**config.mk**
```make
export PLATFORM = sky130hd
export DESIGN_NAME = serial_subtractor
export DESIGN_NICKNAME = d
export VERILOG_FILES = /design/src/rtl/serial_subtractor.sv
export SDC_FILE = /design/constraint.sdc
export NUM_CORES = 1
export LEC_CHECK = 0
export CAP_MARGIN = 0
export CORE_ASPECT_RATIO = 1.25
export CORE_MARGIN = 2
export CORE_UTILIZATION = 50
export CTS_CLUSTER_DIAMETER = 120
export DETAILED_ROUTE_END_ITERATION = 12
export DONT_BUFFER_PORTS = 1
export SLEW_MARGIN = 5
export SYNTH_ARGS = -nofsm -noshare
export SYNTH_HDL_FRONTEND = slang
export SYNTH_SLANG_ARGS = --single-unit
```
**constraint.sdc**
```tcl
create_clock -name clk -period 1.91 [get_ports clk]
set_input_delay 0.382 -clock clk [delete_from_list [all_inputs] [get_ports clk]]
set_output_delay 0.382 -clock clk [all_outputs]
set_load 0.1 [all_outputs]
```
**src/rtl/serial_subtractor.sv**
```systemverilog
// serial_subtractor: bit-serial a - b - bin, LSB first, one full-subtractor stage with registered borrow.
// Define SUB_OVF_EN to add the signed-overflow output ovf.
module serial_subtractor #(
  parameter int WIDTH = 8
) (
  input  logic             clk,
  input  logic             rst_n,
  input  logic             start,
  input  logic [WIDTH-1:0] a,
  input  logic [WIDTH-1:0] b,
  input  logic             bin,
  output logic             busy,
  output logic             done,
  output logic [WIDTH-1:0] diff,
  output logic             bout
`ifdef SUB_OVF_EN
  ,
  output logic             ovf
`endif
);
  localparam int CW = $clog2(WIDTH) + 1;
  typedef enum logic [1:0] {IDLE, RUN, DONE} state_t;
  state_t state, state_nx;
  logic [WIDTH-1:0] sa, sb, acc;
  logic [CW-1:0] cnt;
  logic br, d, br_nx, last;
`ifdef SUB_OVF_EN
  logic a_msb, b_msb;
`endif
  always_comb begin
    d = sa[0] ^ sb[0] ^ br;
    br_nx = (~sa[0] & sb[0]) | (~(sa[0] ^ sb[0]) & br);
    last = cnt == CW'(WIDTH - 1);
    state_nx = state == IDLE ? (start ? RUN : IDLE) :
               state == RUN  ? (last ? DONE : RUN) : IDLE;
  end
  assign busy = state == RUN;
  assign done = state == DONE;
  always_ff @(posedge clk or negedge rst_n) begin
    if (!rst_n) begin
      state <= IDLE;
      sa <= '0;
      sb <= '0;
      acc <= '0;
      br <= 1'b0;
      cnt <= '0;
      diff <= '0;
      bout <= 1'b0;
`ifdef SUB_OVF_EN
      a_msb <= 1'b0;
      b_msb <= 1'b0;
      ovf <= 1'b0;
`endif
    end else begin
      state <= state_nx;
      if (state == IDLE && start) begin
        sa <= a;
        sb <= b;
        br <= bin;
        cnt <= '0;
`ifdef SUB_OVF_EN
        a_msb <= a[WIDTH-1];
        b_msb <= b[WIDTH-1];
`endif
      end else if (state == RUN) begin
        sa <= sa >> 1;
        sb <= sb >> 1;
        br <= br_nx;
        acc <= {d, acc[WIDTH-1:1]};
        cnt <= cnt + CW'(1);
        if (last) begin
          diff <= {d, acc[WIDTH-1:1]};
          bout <= br_nx;
`ifdef SUB_OVF_EN
          ovf <= (a_msb != b_msb) && (d != a_msb);
`endif
        end
      end
    end
  end
endmodule
```
After elaboration in Yosys (flattened, before gate mapping):

Cells that the tools add are included.

* input bits: 20
* output and inout bits: 11
* logic and storage cells: 37
* register bits: 40

* add/sub/neg operators: 1
* bitwise operators: 8
* reductions and logical operators: 5
* equal/unequal tests: 3
* muxes and demuxes: 12

Operators by type and width (count)
* 2-to-1 mux 8 bit: 4
* 2-to-1 mux 4 bit: 2
* 2-to-1 mux 2 bit: 3
* adder 4 x 1 -> 4 bit (second input constant): 1
* == test 4 x 3 -> 1 bit (second input constant): 1
* 2-to-1 mux 1 bit: 3
* inverter 1 bit: 3
* AND reduction 3 bit: 1
* AND 1 bit: 2
* == test 2 x 1 -> 1 bit (second input constant): 1
* == test 2 bit (second input constant): 1
* logical NOT 2 bit: 1
* AND reduction 2 bit: 1
* nonzero test 2 bit: 1
* XOR 1 bit: 2
* logical AND 1 bit: 1
* bitwise OR 1 bit: 1

Depth between registers and ports, before layout:

* depth in word-level cells: 6
* depth in mapped cells: 5
* gate-level depth less buffers: 4

Least setup slack after synthesis:

Ideal clock, no wire load.

* path kind: register -> output
* start point: reg state[1]
* end point: out done
* data arrival time: 2.198 ns
* buffers on the path: 2
* setup slack: -0.670 ns
* cell stages (with the launch flop): 4
* required time: 1.528 ns
* cells stage by stage: dfrtp_1 > buf_2 > buf_1 > nor2b_1

* word-level cells in the longest chain between the ends: 1

RTL lines
* start: declaration: line 23 `state_t state, state_nx;`
* start signal: assignment: line 55 `state <= state_nx;`
* == test 2 bit: line 38 `assign done = state == DONE;`
* end: declaration: line 13 `output logic done,`

No other way between the ends.

Final worst setup path:

* start point: reg state[1]
* end point: out busy

* word-level cells in the longest chain between the ends: 1

RTL lines
* == test 2 x 1 -> 1 bit: line 37 `assign busy = state == RUN;`
* end: declaration: line 12 `output logic busy,`

No other way between the ends.

==> impl_results.md <==
* Die height at 70.4 microns
* Via density at 5.64
* Deepest clock path buffer count at 2
* Mapped Avg Cell Area at 10.4 sq um
* IO Pins at 31
* Clock Sinks at 39
* Resized Gates After CTS at 0
* Critical path class: flop to output pin
* Routed vias at 1224
* Psw at 1.91 mW
* P_int at 2.09 mW
* Post-Synthesis Cells at 169
* WL final at 3460 microns
* Worst Tran Pin Value at 0.920 ns
* CP required at 1.53 ns
* Cts bufs inserted at 5
* Drt drc at 0
* Total grt overflow at 0
* RSZ-0062 raised after global routing: false
* Asr flop ratio synth at 1.00
* Setup Buffers After CTS at 0
* Syn Nets at 191
* Hold crit path type: input port to flop
* Hold EP: sa[4]$_DFFE_PN0P_
* Tmin final at 1.84 ns
* Reg2reg end: diff[5]$_DFFE_PN0P_
* Share of cells above drive strength 1 at 0.169
* Fin worst setup slack at 0.0711 ns
* Clock slew at reported path FFs at 0.07 ns
* IR drop worst, VDD at 1170 uV
* CTS H-tree depth at 2
* Hold Path Depth at 2
* Main synth FF type: dfrtp_1
* Layout fillers at 317
* DRT iter0 DRCs at 68
* Combinational power share at 0.356
* Pwr Density at 2000 nW/um^2
* Yosys warns at 0
* Sw Share at 0.478
* Critical path's slowest cell: dfrtp_1
* Total design power at 3.99 mW
* Port bufs at 0
* Max-Cap Viols at 0
* Top cell type's share of synthesized area at 0.553
* Leak at 0.889 nW
* Mapped Area at 1760 sq um
* FF-to-FF Start: cnt[0]$_DFFE_PN0P_
* Skew final at 0.00597 ns
* HPWL after detailed placement at 2370 microns
* Syn-to-layout area delta at 13.2%
* Flop2flop setup slack at 0.27 ns
* Post-DRT Antenna Nets at 0
* Antenna fix cells at 0
* Status: complete, no violations
* Max-slew violation count at 0
* Worst-Skew Late Latency at 0.29 ns
* Top area cells in the synthesized netlist: dfrtp_1 55%, nor2b_1 6.0%, a22oi_1 6.0%
* Rel. slew slack at 0.387
* Core ar. at 3420 sq um
* Synth area leader: dfrtp_1
* # rows at 24
* Period utilization at 0.963
* Most frequent cells in the layout: 39 x dfrtp_1, 25 x nand2_1, 18 x o21ai_0
* Slowest stage delay, CP at 0.37 ns
* CP arrival at 1.46 ns
* Gp weighted congestion at 0.732
* Die width at 57.1 microns
* Element type at the critical path start: flop
* Fin. Hold Viols at 0
* CTS tree: yes
* Final setup TNS at 0 ns
* Avg WL per Cell at 15.9 microns
* Synthesis-stage register bit count at 39
* Multi-input logic area at 734 sq um
* Storage cell area at 976 sq um
* Initial antenna violation count at 0
* Worst-path cell chain: nand2b_1, buf_4, inv_1, buf_12
* Gr usage total at 0.198
* Vias in the first global route at 1298
* Crit path max fanout at 15
* Initial Utilization at 0.515
* Number of synthesized flops with an enable pin at 0
* R2r worst-path depth at 4
* Dpl cell area at 1870 sq um
* Max Freq at 544 MHz
* Sequential element share of the synthesized area at 0.553
* Commonest non-fill, non-tap cell in the layout: dfrtp_1
* Power share of the sequential group at 0.495
* Largest net degree at the start of global routing at 40
* Design area at 2000 sq um
* Die Footprint at 4020 sq um
* Drt first pass iters at 4
* Final hold slack at 0.297 ns
* Post-place setup slack at 0.268 ns
* HP Start: a[4]
* Endpoints failing setup at 0
* First-pass GRT wire length at 6000 microns
* Synth cell types at 25
* Nets at 199
* Clock network fraction of total power at 0.149
* Crit path capture type: output pin
* Clock Tree Root: clkbuf_8
==> synthesized netlist by cell type, types with 2 or more instances <==
cell type / instances
dfrtp_1: 39
a21oi_1: 16
nand2_1: 25
buf_2: 4
nand3_1: 2
clkbuf_1: 4
a2bb2oi_1: 3
mux2_2: 9
o21ai_0: 18
nor2b_1: 17
a22oi_1: 14
inv_1: 4
nor2_1: 2
==> critical path, delay by kind of cell (launching register included) <==
kind	cells	cell delay [ns]
simple gates	1	0.24
flops	1	0.37
buf+inv	3	0.55
==> power groups by stage <==
stage / clock network [mW] / logic [mW] / registers, mW
after floorplan: 0 / 0.987 / 2.01
after global placement: 0 / 1.35 / 1.98
after detailed placement: 0 / 1.41 / 2.00
after CTS: 0.618 / 1.44 / 1.98
after global routing: 0.659 / 1.58 / 2.03
final: 0.595 / 1.42 / 1.98
==> metal layers <==
layer	track usage	share of wire
met5	0	0
met4	0.0749	0.014
met3	0.0722	0.057
met2	0.317	0.50
met1	0.243	0.43
==> stage by stage <==
| stage | std cells | utilization |
|---|---|---|
| finish | 217 | 0.583 |
| global route | 217 | 0.583 |
| CTS | 217 | 0.583 |
| detailed placement | 207 | 0.545 |
| global placement | 207 | 0.545 |
| floorplan | 169 | - |
==> sequential cells by signal, summed over array words and instances (netlist names) <==
signal / flops
sb: 8
cnt: 4
diff: 8
state: 2
br: 1
sa: 8
bout: 1
acc: 7
==> final cells by class <==
class	count	area share
clock buffer	8	0.0501
inverter	4	0.00752
multi-input combinational	116	0.368
sequential	39	0.489
tap	39	0.0244
timing repair buffer	11	0.0614
==> cells by family (layout without fill, tap and decap cells) <==
kind of cell	count (synthesis)	after routing	share of synthesized area
buffers and inverters	14	23	0.0347
muxes	10	10	0.0631
and+or+nand+nor	49	49	0.140
adders and majority gates	2	2	0.0184
AOI/OAI and AO/OA	55	55	0.191
DFF	39	39	0.553
==> worst max path at each step <==
stage               slack (ns)             endpoint          startpoint  cells after the start
floorplan                 0.14                 done  state[1]$_DFF_PN0_                      3
global placement          0.31  diff[4]$_DFFE_PN0P_  cnt[0]$_DFFE_PN0P_                      4
detailed placement        0.27  diff[7]$_DFFE_PN0P_  cnt[0]$_DFFE_PN0P_                      4
CTS                       0.06                 busy  state[1]$_DFF_PN0_                      4
global route             0.002                 busy  state[1]$_DFF_PN0_                      4
finish                    0.07                 busy  state[1]$_DFF_PN0_                      4
==> repair_timing <==
| item | 4_1_cts | 5_1_grt |
|---|---|---|
| setup endpoints to repair | 0 | 0 |
| hold endpoints to repair | 39 | 0 |
| hold buffers | 2 | 0 |
No activity file was read; power rests on OpenSTA's default activity.
